<file path="src/rtl/dpram_asym_if.sv">
// Write/read port bundle for dpram_asym: narrow write side, wide read side.
// The slave modport is the memory; the master modport is whoever drives it.
interface dpram_asym_if #(
  parameter int WR_W  = 8,
  parameter int RATIO = 4,
  parameter int DEPTH = 16,
  parameter int RD_W  = WR_W * RATIO,
  parameter int RA_W  = $clog2(DEPTH),
  parameter int WA_W  = RA_W + $clog2(RATIO)
);
  logic            wr_en_i;
  logic [WA_W-1:0] wr_addr_i;
  logic [WR_W-1:0] wr_data_i;
  logic            rd_en_i;
  logic [RA_W-1:0] rd_addr_i;
  logic [RD_W-1:0] rd_data_o;
  logic            rd_valid_o;
  logic            collision_o;

  modport master (
    output wr_en_i, wr_addr_i, wr_data_i, rd_en_i, rd_addr_i,
    input  rd_data_o, rd_valid_o, collision_o
  );

  modport slave (
    input  wr_en_i, wr_addr_i, wr_data_i, rd_en_i, rd_addr_i,
    output rd_data_o, rd_valid_o, collision_o
  );
endinterface

</file>
<file path="src/rtl/dpram_asym.sv">
// Asymmetric simple dual-port RAM: narrow lane writes, wide registered reads,
// read-first on same-word collisions, with a zero-fill sweep after every reset.
module dpram_asym #(
  parameter int DLY    = 1,
  parameter int WR_W   = 8,
  parameter int RATIO  = 4,
  parameter int DEPTH  = 16,
  parameter int RD_LAT = 1,
  parameter int RD_W   = WR_W * RATIO,
  parameter int RA_W   = $clog2(DEPTH),
  parameter int WA_W   = RA_W + $clog2(RATIO)
) (
  input  logic         clk_i,
  input  logic         rstn_i,
  output logic         init_done_o,
  dpram_asym_if.slave  bus
);
  localparam int LW = $clog2(RATIO);

  typedef enum logic {INIT = 1'b0, READY = 1'b1} state_t;

  state_t          state_q, state_d;
  logic [RA_W-1:0] cnt_q, cnt_d;
  logic            init_done_q, init_done_d;

  logic [RD_W-1:0] mem [DEPTH];

  logic [RA_W-1:0]  wr_word;
  logic [RATIO-1:0] wr_lane_oh;
  logic             wr_fire, rd_fire;
  logic [RA_W-1:0]  mem_waddr;
  logic [RATIO-1:0] mem_lane_we;
  logic [RD_W-1:0]  mem_wdata;
  logic [RD_W-1:0]  rd_raw_q;
  logic             v1_q, v1_d;
  logic             c1_q, c1_d;

  // DLY only shaped simulation timing in the original netlist style.
  logic unused_dly;
  assign unused_dly = (DLY != 0);

  generate
    if (RATIO == 1) begin : g_single_lane
      assign wr_word    = bus.wr_addr_i;
      assign wr_lane_oh = 1'b1;
    end else begin : g_multi_lane
      assign wr_word    = bus.wr_addr_i[WA_W-1:LW];
      assign wr_lane_oh = RATIO'(1) << bus.wr_addr_i[LW-1:0];
    end
  endgenerate

  always_comb begin
    state_d = state_q;
    cnt_d   = cnt_q;
    if (state_q == INIT) begin
      cnt_d = cnt_q + 1'b1;
      if (cnt_q == RA_W'(DEPTH - 1)) state_d = READY;
    end
    // Registered from the next state so it rises on the same edge as READY.
    init_done_d = (state_d == READY);
  end

  always_comb begin
    wr_fire = (state_q == READY) && bus.wr_en_i;
    rd_fire = (state_q == READY) && bus.rd_en_i;
    if (state_q == INIT) begin
      mem_waddr   = cnt_q;
      mem_lane_we = '1;
      mem_wdata   = '0;
    end else begin
      mem_waddr   = wr_word;
      mem_lane_we = wr_fire ? wr_lane_oh : '0;
      mem_wdata   = {RATIO{bus.wr_data_i}};
    end
    v1_d = rd_fire;
    c1_d = rd_fire && wr_fire && (wr_word == bus.rd_addr_i);
  end

  always_ff @(posedge clk_i or negedge rstn_i) begin
    if (!rstn_i) begin
      state_q     <= INIT;
      cnt_q       <= '0;
      init_done_q <= 1'b0;
      v1_q        <= 1'b0;
      c1_q        <= 1'b0;
    end else begin
      state_q     <= state_d;
      cnt_q       <= cnt_d;
      init_done_q <= init_done_d;
      v1_q        <= v1_d;
      c1_q        <= c1_d;
    end
  end

  // No reset on the array; nonblocking read gives read-first behaviour.
  always_ff @(posedge clk_i) begin
    for (int l = 0; l < RATIO; l++) begin
      if (mem_lane_we[l]) mem[mem_waddr][l*WR_W +: WR_W] <= mem_wdata[l*WR_W +: WR_W];
    end
    if (rd_fire) rd_raw_q <= mem[bus.rd_addr_i];
  end

  assign init_done_o = init_done_q;

  generate
    if (RD_LAT == 1) begin : g_lat1
      logic have_data_q, have_data_d;
      assign have_data_d = have_data_q | v1_q;
      always_ff @(posedge clk_i or negedge rstn_i) begin
        if (!rstn_i) have_data_q <= 1'b0;
        else         have_data_q <= have_data_d;
      end
      // Mask stale read-register contents until a post-reset read lands.
      assign bus.rd_data_o   = (v1_q || have_data_q) ? rd_raw_q : '0;
      assign bus.rd_valid_o  = v1_q;
      assign bus.collision_o = c1_q;
    end else begin : g_lat2
      logic            v2_q, c2_q;
      logic [RD_W-1:0] d2_q, d2_d;
      assign d2_d = v1_q ? rd_raw_q : d2_q;
      always_ff @(posedge clk_i or negedge rstn_i) begin
        if (!rstn_i) begin
          v2_q <= 1'b0;
          c2_q <= 1'b0;
          d2_q <= '0;
        end else begin
          v2_q <= v1_q;
          c2_q <= c1_q;
          d2_q <= d2_d;
        end
      end
      assign bus.rd_data_o   = d2_q;
      assign bus.rd_valid_o  = v2_q;
      assign bus.collision_o = c2_q;
    end
  endgenerate
endmodule

</file>
<file path="src/flat_wrapper.sv">
// flat-port wrapper written by rule: the top's interface ports become plain ports
module dpram_asym_flat 
#(
  parameter int DLY    = 1,
  parameter int WR_W   = 8,
  parameter int RATIO  = 4,
  parameter int DEPTH  = 16,
  parameter int RD_LAT = 1,
  parameter int RD_W   = WR_W * RATIO,
  parameter int RA_W   = $clog2(DEPTH),
  parameter int WA_W   = RA_W + $clog2(RATIO)
)
  (clk_i, rstn_i, init_done_o, bus_wr_en_i, bus_wr_addr_i, bus_wr_data_i, bus_rd_en_i, bus_rd_addr_i, bus_rd_data_o, bus_rd_valid_o, bus_collision_o);
  dpram_asym_if #(.WR_W(WR_W), .RATIO(RATIO), .DEPTH(DEPTH), .RD_W(RD_W), .RA_W(RA_W), .WA_W(WA_W)) bus_i ();
  input  logic clk_i;
  input  logic rstn_i;
  output logic init_done_o;
  input wire logic [$bits(bus_i.wr_en_i)-1:0] bus_wr_en_i;
  input wire logic [$bits(bus_i.wr_addr_i)-1:0] bus_wr_addr_i;
  input wire logic [$bits(bus_i.wr_data_i)-1:0] bus_wr_data_i;
  input wire logic [$bits(bus_i.rd_en_i)-1:0] bus_rd_en_i;
  input wire logic [$bits(bus_i.rd_addr_i)-1:0] bus_rd_addr_i;
  output wire logic [$bits(bus_i.rd_data_o)-1:0] bus_rd_data_o;
  output wire logic [$bits(bus_i.rd_valid_o)-1:0] bus_rd_valid_o;
  output wire logic [$bits(bus_i.collision_o)-1:0] bus_collision_o;
  assign bus_i.wr_en_i = bus_wr_en_i;
  assign bus_i.wr_addr_i = bus_wr_addr_i;
  assign bus_i.wr_data_i = bus_wr_data_i;
  assign bus_i.rd_en_i = bus_rd_en_i;
  assign bus_i.rd_addr_i = bus_rd_addr_i;
  assign bus_rd_data_o = bus_i.rd_data_o;
  assign bus_rd_valid_o = bus_i.rd_valid_o;
  assign bus_collision_o = bus_i.collision_o;
  dpram_asym #(.DLY(DLY), .WR_W(WR_W), .RATIO(RATIO), .DEPTH(DEPTH), .RD_LAT(RD_LAT), .RD_W(RD_W), .RA_W(RA_W), .WA_W(WA_W)) u_core (.clk_i(clk_i), .rstn_i(rstn_i), .init_done_o(init_done_o), .bus(bus_i));
endmodule
</file>
<file path="config.mk">
export PLATFORM = sky130hd
export DESIGN_NAME = dpram_asym_flat
export DESIGN_NICKNAME = d
export VERILOG_FILES = /design/src/rtl/dpram_asym_if.sv /design/src/rtl/dpram_asym.sv /design/src/flat_wrapper.sv
export SDC_FILE = /design/constraint.sdc
export NUM_CORES = 1
export LEC_CHECK = 0
export ABC_AREA = 1
export BUFFER_PORTS_ARGS = -buffer_cell sky130_fd_sc_hd__buf_2
export CORE_MARGIN = 10
export CORE_UTILIZATION = 55
export DETAILED_ROUTE_END_ITERATION = 12
export HOLD_SLACK_MARGIN = 0.05
export PLACE_DENSITY_LB_ADDON = 0.2
export SYNTH_ARGS = -nofsm -noshare
export SYNTH_HDL_FRONTEND = slang
export SYNTH_SLANG_ARGS = --single-unit
</file>
<file path="constraint.sdc">
create_clock -name clk_i -period 2 [get_ports clk_i]
set_input_delay 0.3 -clock clk_i [delete_from_list [all_inputs] [get_ports clk_i]]
set_output_delay 0.3 -clock clk_i [all_outputs]
set_load 0.02 [all_outputs]
</file>
==> results_dict.tcl <==
set metrics [dict create \
    status "finished clean" \
    critPathMaxFanout 8 \
    cp.arrival_ns 2.27 \
    place_hpwl_um 36100 \
    drv_slew 0 \
    viasPerCell 5.28 \
    p_int_mw 18.2 \
    maxCapViolations 0 \
    clockPowerShare_pct 38.4 \
    ys_types 25 \
    crit_slowest_cell "dfrtp_1" \
    clkSinkCount 552 \
    total_power_mw 23.5 \
    routed_wl_um 60200 \
    antennaDiodeCount 0 \
    yosys_warnings 0 \
    drc 0 \
    initialDrtViolationCount 1949 \
    cts.path.max_buffers 3 \
    vias 16281 \
    worstPathRequired_ns 2.30 \
    period_share_pct 98.4 \
    netSwitchingFraction_pct 22.4 \
    synth_area_um2 23900 \
    synth_most_common_cell "nand2_1" \
    fp-row-count 76 \
    setup-violations-final 0 \
    synth_edf_count 544 \
    ys.flop_type "edfxtp_1" \
    slew_headroom_pct 57.0 \
    path_buf_inv 4 \
    final_nets 2485 \
    worst_pin_slew_ns 0.645 \
    wl_per_cell_um 19.5 \
    dieHeight_um 228 \
    drive_gt1_share_pct 11.6 \
    finClkSkew_ns 0.0166 \
    synth_seq_area_share_pct 69.2 \
    hold_viol 0 \
    cts_tree "done" \
    hold_slack_ns 0.100 \
    syn_area_per_cell_um2 10.3 \
    cts-root-buf "clkbuf_16" \
    hp-class "in2async" \
    fin_crit_ns 1.97 \
    synth.largest_area_cell "edfxtp_1" \
    synth_common_cells "nand2_1 (705), edfxtp_1 (544), inv_1 (435), nand3_1 (385), nor2_1 (104)" \
    fmax_mhz 508 \
    die_w_um 228 \
    combinationalPowerShare_pct 7.0 \
    grt_pass1_vias 15976 \
    grt_pass1_wl_um 91200 \
    syn_inst 2326 \
    die-area_um2 52200 \
    cp_common_cell "buf_4" \
    p_leak_nw 11.8 \
    track_usage_pct 22.8 \
    area_growth_pct 14.5 \
    clock_latency_ns 0.60 \
    port-buffer-count 56 \
    power_frac_seq_pct 54.5 \
    fin_setup_tns_ns 0 \
    antenna_found_initial 0 \
    cts_made_buffers 53 \
    ir_drop_v 0.000740 \
    start_util_pct 55.6 \
    clkTransAtPathRegs_ns 0.06 \
    grt_max_degree 81 \
    max_stage_delay_ns 0.40 \
    drt_first_pass_iters 5 \
    p_sw_mw 5.27 \
    path_delay_family "buffers and inverters" \
    htree_levels 2 \
    coreArea_um2 43000 \
    finalWeightedCongestion 0.889 \
    rsz0062_at_grt "yes" \
    synth_seq_cells 552 \
    crit_type "reg2reg" \
    startpoint_type "flip-flop" \
    gr-total-overflow 0 \
    io_pins 57 \
    ant_nets 0 \
    cp-end-kind "flip-flop" \
    syn_nets 2349 \
    power_per_cell_area_nw_per_um2 859 \
    yosysTopAreaCellShare_pct 68.4 \
    async_reset_ff_share_pct 1.45 \
    synthTopCellsByArea "edfxtp_1 (68%), nand2_1 (11%), nand3_1 (8.1%)" \
    crit_chain "buf_4 > o21ai_2 > inv_1 > nor2_2 > nand2_1 > buf_4 > nor2_1 > buf_4" \
]
==> kinds of logic (layout without fill, tap and decap cells) <==
group / after synthesis / in the layout / share of synthesized area, %
flip-flops: 552 / 552 / 69.2
AND/OR/NAND/NOR: 1202 / 1202 / 21.0
AO/OA/AOI/OAI: 11 / 11 / 0.283
adder cells (fa/ha/maj): 1 / 1 / 0.0524
buffers and inverters: 556 / 729 / 9.34
XOR/XNOR: 4 / 4 / 0.147
==> through the flow <==
stage	instances	worst slack [ns]	utilization [%]	area (um^2)
6_report	3084	0.0314	63.7	27400
5_1_grt	3084	-0.0836	63.7	27400
3_5_place_dp	2985	-0.0323	59.8	25700
2_1_floorplan	2326	0.0849	-	23900
3_3_place_gp	2985	0.00348	59.8	25700
4_1_cts	3083	0.0129	63.5	27300
==> sequential cells by signal (all words and copies together), names as in the netlist <==
register                   count
u_core.bus.collision_o         1
u_core.rd_raw_q               32
u_core.g_lat1.have_data_q      1
u_core.state_q                 1
u_core.mem                   512
u_core.bus.rd_valid_o          1
u_core.cnt_q                   4
==> layer usage <==
metal / GRT usage [%] / routed length, um
met5: 0 / 0
met4: 10.9 / 2680
met3: 3.56 / 4620
met2: 37.6 / 28500
met1: 29.3 / 24300
==> worst paths after layout <==
| path | start | end | slack [ns] | cells after the start |
|---|---|---|---|---|
| max | u_core.state_q | u_core.mem[14][5] | 0.03 | 8 |
| min | rstn_i | u_core.bus.collision_o | 0.1 | 2 |
| max reg2reg | u_core.state_q | u_core.mem[14][5] | 0.03 | 8 |
| min reg2reg | u_core.cnt_q[3] | u_core.cnt_q[3] | 0.52 | 2 |
| max in group asynchronous | rstn_i | u_core.bus.rd_valid_o | 1.70 | 2 |
| min in group clk_i | bus_wr_data_i[6] | u_core.mem[6][6] | 0.23 | 3 |
==> placed cells by master (no fill, tap or decap), drive strengths merged <==
cell         netlist  final
nand4              2      2
clkinv             0     23
nor2             108    108
nand3            385    385
xor2               2      2
dlygate4sd3        0      6
dfrtp              8      8
ha                 1      1
edfxtp           544    544
o21ai              5      5
nor3               1      1
inv              442    434
clkinvlp           0      9
or2                1      1
xnor2              2      2
a31oi              4      4
nand2            705    705
buf               89    188
clkbuf            25     69
a21oi              2      2
==> repair_timing <==
action / CTS / global route
hold buffers: 6 / 0
setup endpoints to repair: 40 / 321
endpoints found under the hold margin: 9 / 0
resized for setup: 3 / 14
buffers inserted: 0 / 1
==> power groups by stage <==
stage | logic [mW] | clock network, mW | registers (mW)
floorplan | 0.939 | 0 | 13.1
global placement | 1.61 | 0 | 13.1
detailed placement | 1.62 | 0 | 13.1
CTS | 1.64 | 9.16 | 12.8
global route | 1.79 | 9.64 | 12.8
finish | 1.65 | 9.04 | 12.8
==> layout make-up <==
| type | instances | area (um^2) |
|---|---|---|
| Clock buffer | 68 | 1430 |
| Tap cell | 585 | 732 |
| Clock inverter | 24 | 111 |
| Timing Repair Buffer | 195 | 1680 |
| Fill cell | 3408 | 15600 |
| Multi-Input combinational cell | 1218 | 5180 |
| Sequential cell | 552 | 16500 |
| Inverter | 442 | 1700 |
Power figures use the tool's default switching activity.
